**src/rtl/sha256_w_window_reader_if.sv**
```systemverilog
// Handshake bundle between the digest loader, the W-window reader and the round engine.
interface sha256_w_window_reader_if;
  logic         load_valid;
  logic         load_ready;
  logic [255:0] load_block;
  logic         wk_valid;
  logic         wk_ready;
  logic [31:0]  wk_data;
  logic [5:0]   round_idx;
  logic         last;

  modport master (
    output load_valid, load_block, wk_ready,
    input  load_ready, wk_valid, wk_data, round_idx, last
  );

  modport slave (
    input  load_valid, load_block, wk_ready,
    output load_ready, wk_valid, wk_data, round_idx, last
  );
endinterface

```
**src/rtl/sha256_w_window_reader.sv**
```systemverilog
// Second-pass SHA-256 message schedule reader: 16-word sliding window, one W_t per accept.
// Define SHA256_WK_PRESUM_EN to emit W_t+K_t from a registered presum instead of W_t.
module sha256_w_window_reader (
  input  logic                           CLK,
  input  logic                           RST,
  sha256_w_window_reader_if.slave        bus
);
  typedef enum logic {IDLE, RUN} state_e;

  state_e       state_q, state_d;
  logic [31:0]  win_q [16];
  logic [31:0]  win_d [16];
  logic [5:0]   t_q, t_d;
  logic         load_ready_q, load_ready_d;
  logic         wk_valid_q, wk_valid_d;
  logic         last_q, last_d;
  logic [31:0]  wk_data_q, wk_data_d;
  logic [31:0]  w_new;
  logic [31:0]  k_first;
  logic [31:0]  k_next;

  function automatic logic [31:0] rotr(input logic [31:0] x, input int n);
    return (x >> n) | (x << (32 - n));
  endfunction

  function automatic logic [31:0] sig0(input logic [31:0] x);
    return rotr(x, 7) ^ rotr(x, 18) ^ (x >> 3);
  endfunction

  function automatic logic [31:0] sig1(input logic [31:0] x);
    return rotr(x, 17) ^ rotr(x, 19) ^ (x >> 10);
  endfunction

  // Second block of double-SHA256 is always digest + fixed padding for a 256-bit message.
  function automatic logic [31:0] init_word(input logic [255:0] blk, input int idx);
    logic [31:0] w;
    if (idx < 8)       w = blk[255 - 32*idx -: 32];
    else if (idx == 8) w = 32'h8000_0000;
    else if (idx == 15) w = 32'h0000_0100;
    else               w = 32'h0000_0000;
    return w;
  endfunction

`ifdef SHA256_WK_PRESUM_EN
  localparam logic [31:0] K_ROM [64] = '{
    32'h428a2f98, 32'h71374491, 32'hb5c0fbcf, 32'he9b5dba5, 32'h3956c25b, 32'h59f111f1, 32'h923f82a4, 32'hab1c5ed5,
    32'hd807aa98, 32'h12835b01, 32'h243185be, 32'h550c7dc3, 32'h72be5d74, 32'h80deb1fe, 32'h9bdc06a7, 32'hc19bf174,
    32'he49b69c1, 32'hefbe4786, 32'h0fc19dc6, 32'h240ca1cc, 32'h2de92c6f, 32'h4a7484aa, 32'h5cb0a9dc, 32'h76f988da,
    32'h983e5152, 32'ha831c66d, 32'hb00327c8, 32'hbf597fc7, 32'hc6e00bf3, 32'hd5a79147, 32'h06ca6351, 32'h14292967,
    32'h27b70a85, 32'h2e1b2138, 32'h4d2c6dfc, 32'h53380d13, 32'h650a7354, 32'h766a0abb, 32'h81c2c92e, 32'h92722c85,
    32'ha2bfe8a1, 32'ha81a664b, 32'hc24b8b70, 32'hc76c51a3, 32'hd192e819, 32'hd6990624, 32'hf40e3585, 32'h106aa070,
    32'h19a4c116, 32'h1e376c08, 32'h2748774c, 32'h34b0bcb5, 32'h391c0cb3, 32'h4ed8aa4a, 32'h5b9cca4f, 32'h682e6ff3,
    32'h748f82ee, 32'h78a5636f, 32'h84c87814, 32'h8cc70208, 32'h90befffa, 32'ha4506ceb, 32'hbef9a3f7, 32'hc67178f2
  };
  // The registered output is loaded with the sum for the word that becomes visible next.
  assign k_first = K_ROM[6'd0];
  assign k_next  = K_ROM[t_q + 6'd1];
`else
  assign k_first = 32'h0000_0000;
  assign k_next  = 32'h0000_0000;
`endif

  assign w_new = sig1(win_q[14]) + win_q[9] + sig0(win_q[1]) + win_q[0];

  always_comb begin
    state_d      = state_q;
    win_d        = win_q;
    t_d          = t_q;
    load_ready_d = load_ready_q;
    wk_valid_d   = wk_valid_q;
    last_d       = last_q;
    wk_data_d    = wk_data_q;
    case (state_q)
      IDLE: begin
        if (bus.load_valid) begin
          state_d      = RUN;
          load_ready_d = 1'b0;
          wk_valid_d   = 1'b1;
          last_d       = 1'b0;
          t_d          = 6'd0;
          for (int i = 0; i < 16; i++) win_d[i] = init_word(bus.load_block, i);
          wk_data_d    = bus.load_block[255:224] + k_first;
        end
      end
      RUN: begin
        if (bus.wk_ready) begin
          for (int i = 0; i < 15; i++) win_d[i] = win_q[i+1];
          win_d[15] = w_new;
          t_d       = t_q + 6'd1;
          wk_data_d = win_q[1] + k_next;
          if (t_q == 6'd63) begin
            state_d      = IDLE;
            load_ready_d = 1'b1;
            wk_valid_d   = 1'b0;
            last_d       = 1'b0;
          end else begin
            last_d = (t_q == 6'd62);
          end
        end
      end
      default: state_d = IDLE;
    endcase
  end

  always_ff @(posedge CLK or negedge RST) begin
    if (!RST) begin
      state_q      <= IDLE;
      t_q          <= 6'd0;
      load_ready_q <= 1'b1;
      wk_valid_q   <= 1'b0;
      last_q       <= 1'b0;
      wk_data_q    <= 32'h0000_0000;
      for (int i = 0; i < 16; i++) win_q[i] <= 32'h0000_0000;
    end else begin
      state_q      <= state_d;
      t_q          <= t_d;
      load_ready_q <= load_ready_d;
      wk_valid_q   <= wk_valid_d;
      last_q       <= last_d;
      wk_data_q    <= wk_data_d;
      for (int i = 0; i < 16; i++) win_q[i] <= win_d[i];
    end
  end

  assign bus.load_ready = load_ready_q;
  assign bus.wk_valid   = wk_valid_q;
  assign bus.wk_data    = wk_data_q;
  assign bus.round_idx  = t_q;
  assign bus.last       = last_q;
endmodule

```
**src/flat_wrapper.sv**
```systemverilog
// flat-port wrapper written by rule: the top's interface ports become plain ports
module sha256_w_window_reader_flat 
  (CLK, RST, bus_load_valid, bus_load_block, bus_wk_ready, bus_load_ready, bus_wk_valid, bus_wk_data, bus_round_idx, bus_last);
  sha256_w_window_reader_if bus_i ();
  input  logic CLK;
  input  logic RST;
  input wire logic [$bits(bus_i.load_valid)-1:0] bus_load_valid;
  input wire logic [$bits(bus_i.load_block)-1:0] bus_load_block;
  input wire logic [$bits(bus_i.wk_ready)-1:0] bus_wk_ready;
  output wire logic [$bits(bus_i.load_ready)-1:0] bus_load_ready;
  output wire logic [$bits(bus_i.wk_valid)-1:0] bus_wk_valid;
  output wire logic [$bits(bus_i.wk_data)-1:0] bus_wk_data;
  output wire logic [$bits(bus_i.round_idx)-1:0] bus_round_idx;
  output wire logic [$bits(bus_i.last)-1:0] bus_last;
  assign bus_i.load_valid = bus_load_valid;
  assign bus_i.load_block = bus_load_block;
  assign bus_i.wk_ready = bus_wk_ready;
  assign bus_load_ready = bus_i.load_ready;
  assign bus_wk_valid = bus_i.wk_valid;
  assign bus_wk_data = bus_i.wk_data;
  assign bus_round_idx = bus_i.round_idx;
  assign bus_last = bus_i.last;
  sha256_w_window_reader u_core (.CLK(CLK), .RST(RST), .bus(bus_i));
endmodule
```
**config.mk**
```make
export PLATFORM = sky130hd
export DESIGN_NAME = sha256_w_window_reader_flat
export DESIGN_NICKNAME = d
export VERILOG_FILES = /design/src/rtl/sha256_w_window_reader_if.sv /design/src/rtl/sha256_w_window_reader.sv /design/src/flat_wrapper.sv
export SDC_FILE = /design/constraint.sdc
export NUM_CORES = 1
export LEC_CHECK = 0
export ABC_AREA = 0
export CORE_MARGIN = 3
export CORE_UTILIZATION = 29
export DETAILED_ROUTE_END_ITERATION = 10
export PLACE_DENSITY = 0.5
export SYNTH_ARGS = -nofsm -noshare
export SYNTH_HDL_FRONTEND = slang
export SYNTH_SLANG_ARGS = --single-unit
```
**constraint.sdc**
```tcl
create_clock -name CLK -period 6.53 [get_ports CLK]
set_input_delay 1.306 -clock CLK [delete_from_list [all_inputs] [get_ports CLK]]
set_output_delay 1.306 -clock CLK [all_outputs]
set_load 0.02 [all_outputs]
```
==> key figures <==
Worst setup path
  • Kind of critical path: reg2reg
  • CP endpoint kind: register
  • Crit-path max FO: 5
  • CP Launch Type: register
  • CP required: 7.01 ns
  • Worst path arrival time: 4.99 ns

Routing
  • Via density: 4.94
  • Final WL: 89100 µm
  • Number of remaining DRC errors: 0
  • Final ANT Viol Nets: 0
  • Routed wire length per instance: 23.7 µm
  • Initial DRC Count: 1447
  • Drt first pass iters: 5
  • DR vias: 18600

Timing
  • Tcrit/Tclk final: 69.2%
  • Setup Skew: 0.0580 ns
  • Final setup viols: 0
  • Unrepaired setup endpoints after global routing: false
  • Fmax: 221 MHz
  • Slew HR: 28.4%
  • Actual slew at the worst max-slew pin: 1.07 ns
  • Total negative slack: 0 ns
  • Final slew viol count: 0
  • Final hold violations: 0
  • Tmin final: 4.52 ns
  • WHS: 0.467 ns

Yosys
  • Cells after Synth: 2409
  • Most numerous cell in the Yosys netlist: dfrtp_1
  • Primary FF master, synth: dfrtp_1
  • Number of flops mapped to enable cells by yosys: 0
  • Post-synthesis cell area: 25900 µm²
  • Post-synthesis cell type count: 58
  • Post-synthesis async set-or-reset flop share: 100%
  • Avg Cell Area, Syn: 10.7 µm²
  • Top-area cell type share of the netlist area: 50.4%
  • Seq/Total Area, Yosys: 50.5%
  • Synthesis Warnings: 0
  • Cell taking the most area after synthesis: dfrtp_1
  • Syn_nets: 2764
  • Register bit total from synthesis: 522
  • Synth area leaders: dfrtp_1 (50%), mux2i_1 (10%), a22o_1 (7.5%), o21ai_0 (5.8%), fa_1 (4.8%)
  • Commonest cells in the netlist: dfrtp_1 (521), nand2_1 (322), o21ai_0 (298)

Global route
  • Initial antenna violation count: 5
  • Largest net degree at the start of global routing: 176
  • First-pass GRT wire length: 131000 µm
  • Total GRT Usage: 18.9%
  • Total grt overflow: 0
  • Vias in the first global route: 18700

Final layout
  • Area growth, synth to finish: 21.7%
  • Layout cell share with drive strength beyond 1: 5.07%
  • Final core occ: 35.9%
  • Final nets: 2908
  • Fillers: 8662
  • Cell area after layout: 31500 µm²

Die
  • CORE AREA: 87700 µm²
  • Num rows: 108
  • Chip height: 305 µm
  • DIE WIDTH: 305 µm
  • Starting Density: 29.5%
  • # IOs: 301
  • Die ar.: 92900 µm²

Pwr
  • Int Pwr: 9620 µW
  • Comb pwr share: 52.0%
  • Pleak: 0.0153 µW
  • Clock Power Share: 18.9%
  • Switching part of the total: 45.4%
  • Share of power burned in registers: 29.1%
  • Design Power: 17600 µW
  • P_sw: 8010 µW
  • Power per Cell Area: 560 nW/µm²
  • VDD IR max: 0.351 mV

Status
  • Status: finished clean

CTS
  • Post-cts resize count: 0
  • Inserted Clock Buffers: 57
  • Root Buffer: clkbuf_16
  • Number of buffers added to fix hold violations after cts: 0
  • CTS Sinks: 522
  • CTS tree: yes
  • Post-CTS Setup Repair Bufs: 0
  • Clock latency on the worst-skew pair: 0.64 ns
  • H-tree lvl count: 2
  • Clock Path Buffers: 3
  • Clk slew on worst S/H paths: 0.06 ns

Worst hold path
  • Hold WC Path Type: reg2reg

Placement
  • Port Buffers: 300
  • HPWL after DPL: 66600 µm
  • Cell Area, Placed: 29500 µm²
  • Placer Congestion: 0.891

Flow run
  • Max-cap violations: 0
==> flip-flops by register name (all words and copies together) (netlist names) <==
signal                 count
u_core.bus.wk_valid        1
u_core.bus.load_ready      1
u_core.bus.wk_data         1
u_core.win_q             511
u_core.state_q             1
u_core.bus.last            1
u_core.bus.round_idx       6
==> logic make-up (layout without fill, tap and decap cells) <==
| group | after synthesis | in the layout | synth area share (%) |
|---|---|---|---|
| AOI/OAI and AO/OA | 617 | 617 | 16.0 |
| DFF | 522 | 522 | 50.5 |
| buffers and inverters | 388 | 580 | 6.35 |
| and+or+nand+nor | 382 | 382 | 5.90 |
| muxes | 258 | 258 | 9.98 |
| xor gates and xnor gates | 147 | 147 | 4.97 |
| adders and majority gates | 95 | 95 | 6.39 |
| other | 0 | 6 | 0 |
==> power groups by stage <==
stage | sequential (µW) | clock (µW) | combinational, µW
2_1_floorplan | 4570 | 0 | 6480
3_3_place_gp | 5160 | 0 | 9020
3_5_place_dp | 5180 | 0 | 9010
4_1_cts | 5130 | 3410 | 9090
5_1_grt | 5230 | 3560 | 10200
6_report | 5140 | 3330 | 9170
==> worst paths after layout <==
check	startpoint	to	slack, ns	depth (start not counted)
setup / recovery	u_core.win_q[50]	u_core.win_q[29]	2.01	16
hold / removal	u_core.bus.load_ready	u_core.bus.load_ready	0.47	2
setup reg to reg	u_core.win_q[50]	u_core.win_q[29]	2.01	16
hold reg to reg	u_core.bus.load_ready	u_core.bus.load_ready	0.47	2
max in group asynchronous	RST	u_core.win_q[383]	4.19	2
min in group asynchronous	RST	u_core.win_q[331]	0.73	1
==> stage by stage <==
step	setup slack, ns	std cells
after floorplan	2.66	2409
after global placement	2.08	3649
after detailed placement	2.07	3649
after CTS	2.03	3756
after global routing	1.86	3761
final	2.01	3762
==> cells in the final DEF, fill, tap and decap left out, types with 9 or more instances in the layout <==
cell type / n
inv_1: 152
xor2_1: 28
fa_1: 62
a21oi_1: 33
o21ai_0: 298
nand2_1: 322
buf_4: 12
buf_12: 9
clkbuf_1: 11
mux2i_1: 258
a22o_1: 223
clkdlybuf4s50_1: 299
ha_1: 33
clkbuf_16: 57
clkinv_2: 13
nor2_1: 18
clkbuf_8: 12
xnor2_1: 119
dfrtp_1: 520
==> area by class of cell <==
class                           count  area (µm²)  share of cell area, %
Antenna cell                        6        15.0                 0.0477
Tap cell                         1155        1450                   4.59
Clock buffer                       80        1630                   5.18
Inverter                          152         571                   1.81
Timing Repair Buffer              321        3280                   10.4
Multi-Input combinational cell   1499       11200                   35.5
Clock inverter                     27         309                  0.981
Sequential cell                   522       13100                   41.5
==> metal layers <==
| layer | part of all wire [%] | routed length [µm] | track usage, % | up-vias |
|---|---|---|---|---|
| met5 | 0 | 0 | 0 | - |
| met4 | 1.6 | 1450 | 3.88 | 0 |
| met3 | 5.3 | 4760 | 2.33 | 84 |
| met2 | 43 | 38600 | 28.0 | 568 |
| met1 | 50 | 44300 | 29.4 | 9409 |
| li1 | - | - | - | 8519 |
==> critical path: stages (launching register included) <==
cell and delay, ns:
dfrtp_1 0.46, xnor2_1 0.18, xnor2_1 0.37, fa_1 0.48, inv_1 0.09, fa_1 0.42
inv_1 0.07, ha_1 0.19, inv_1 0.07, fa_1 0.46, nor2b_2 0.15, o2111ai_1 0.28
a21boi_2 0.37, o31ai_2 0.16, a2111oi_4 0.39, mux2i_1 0.21, nand2_1 0.06
No activity file was read; power rests on OpenSTA's default activity.
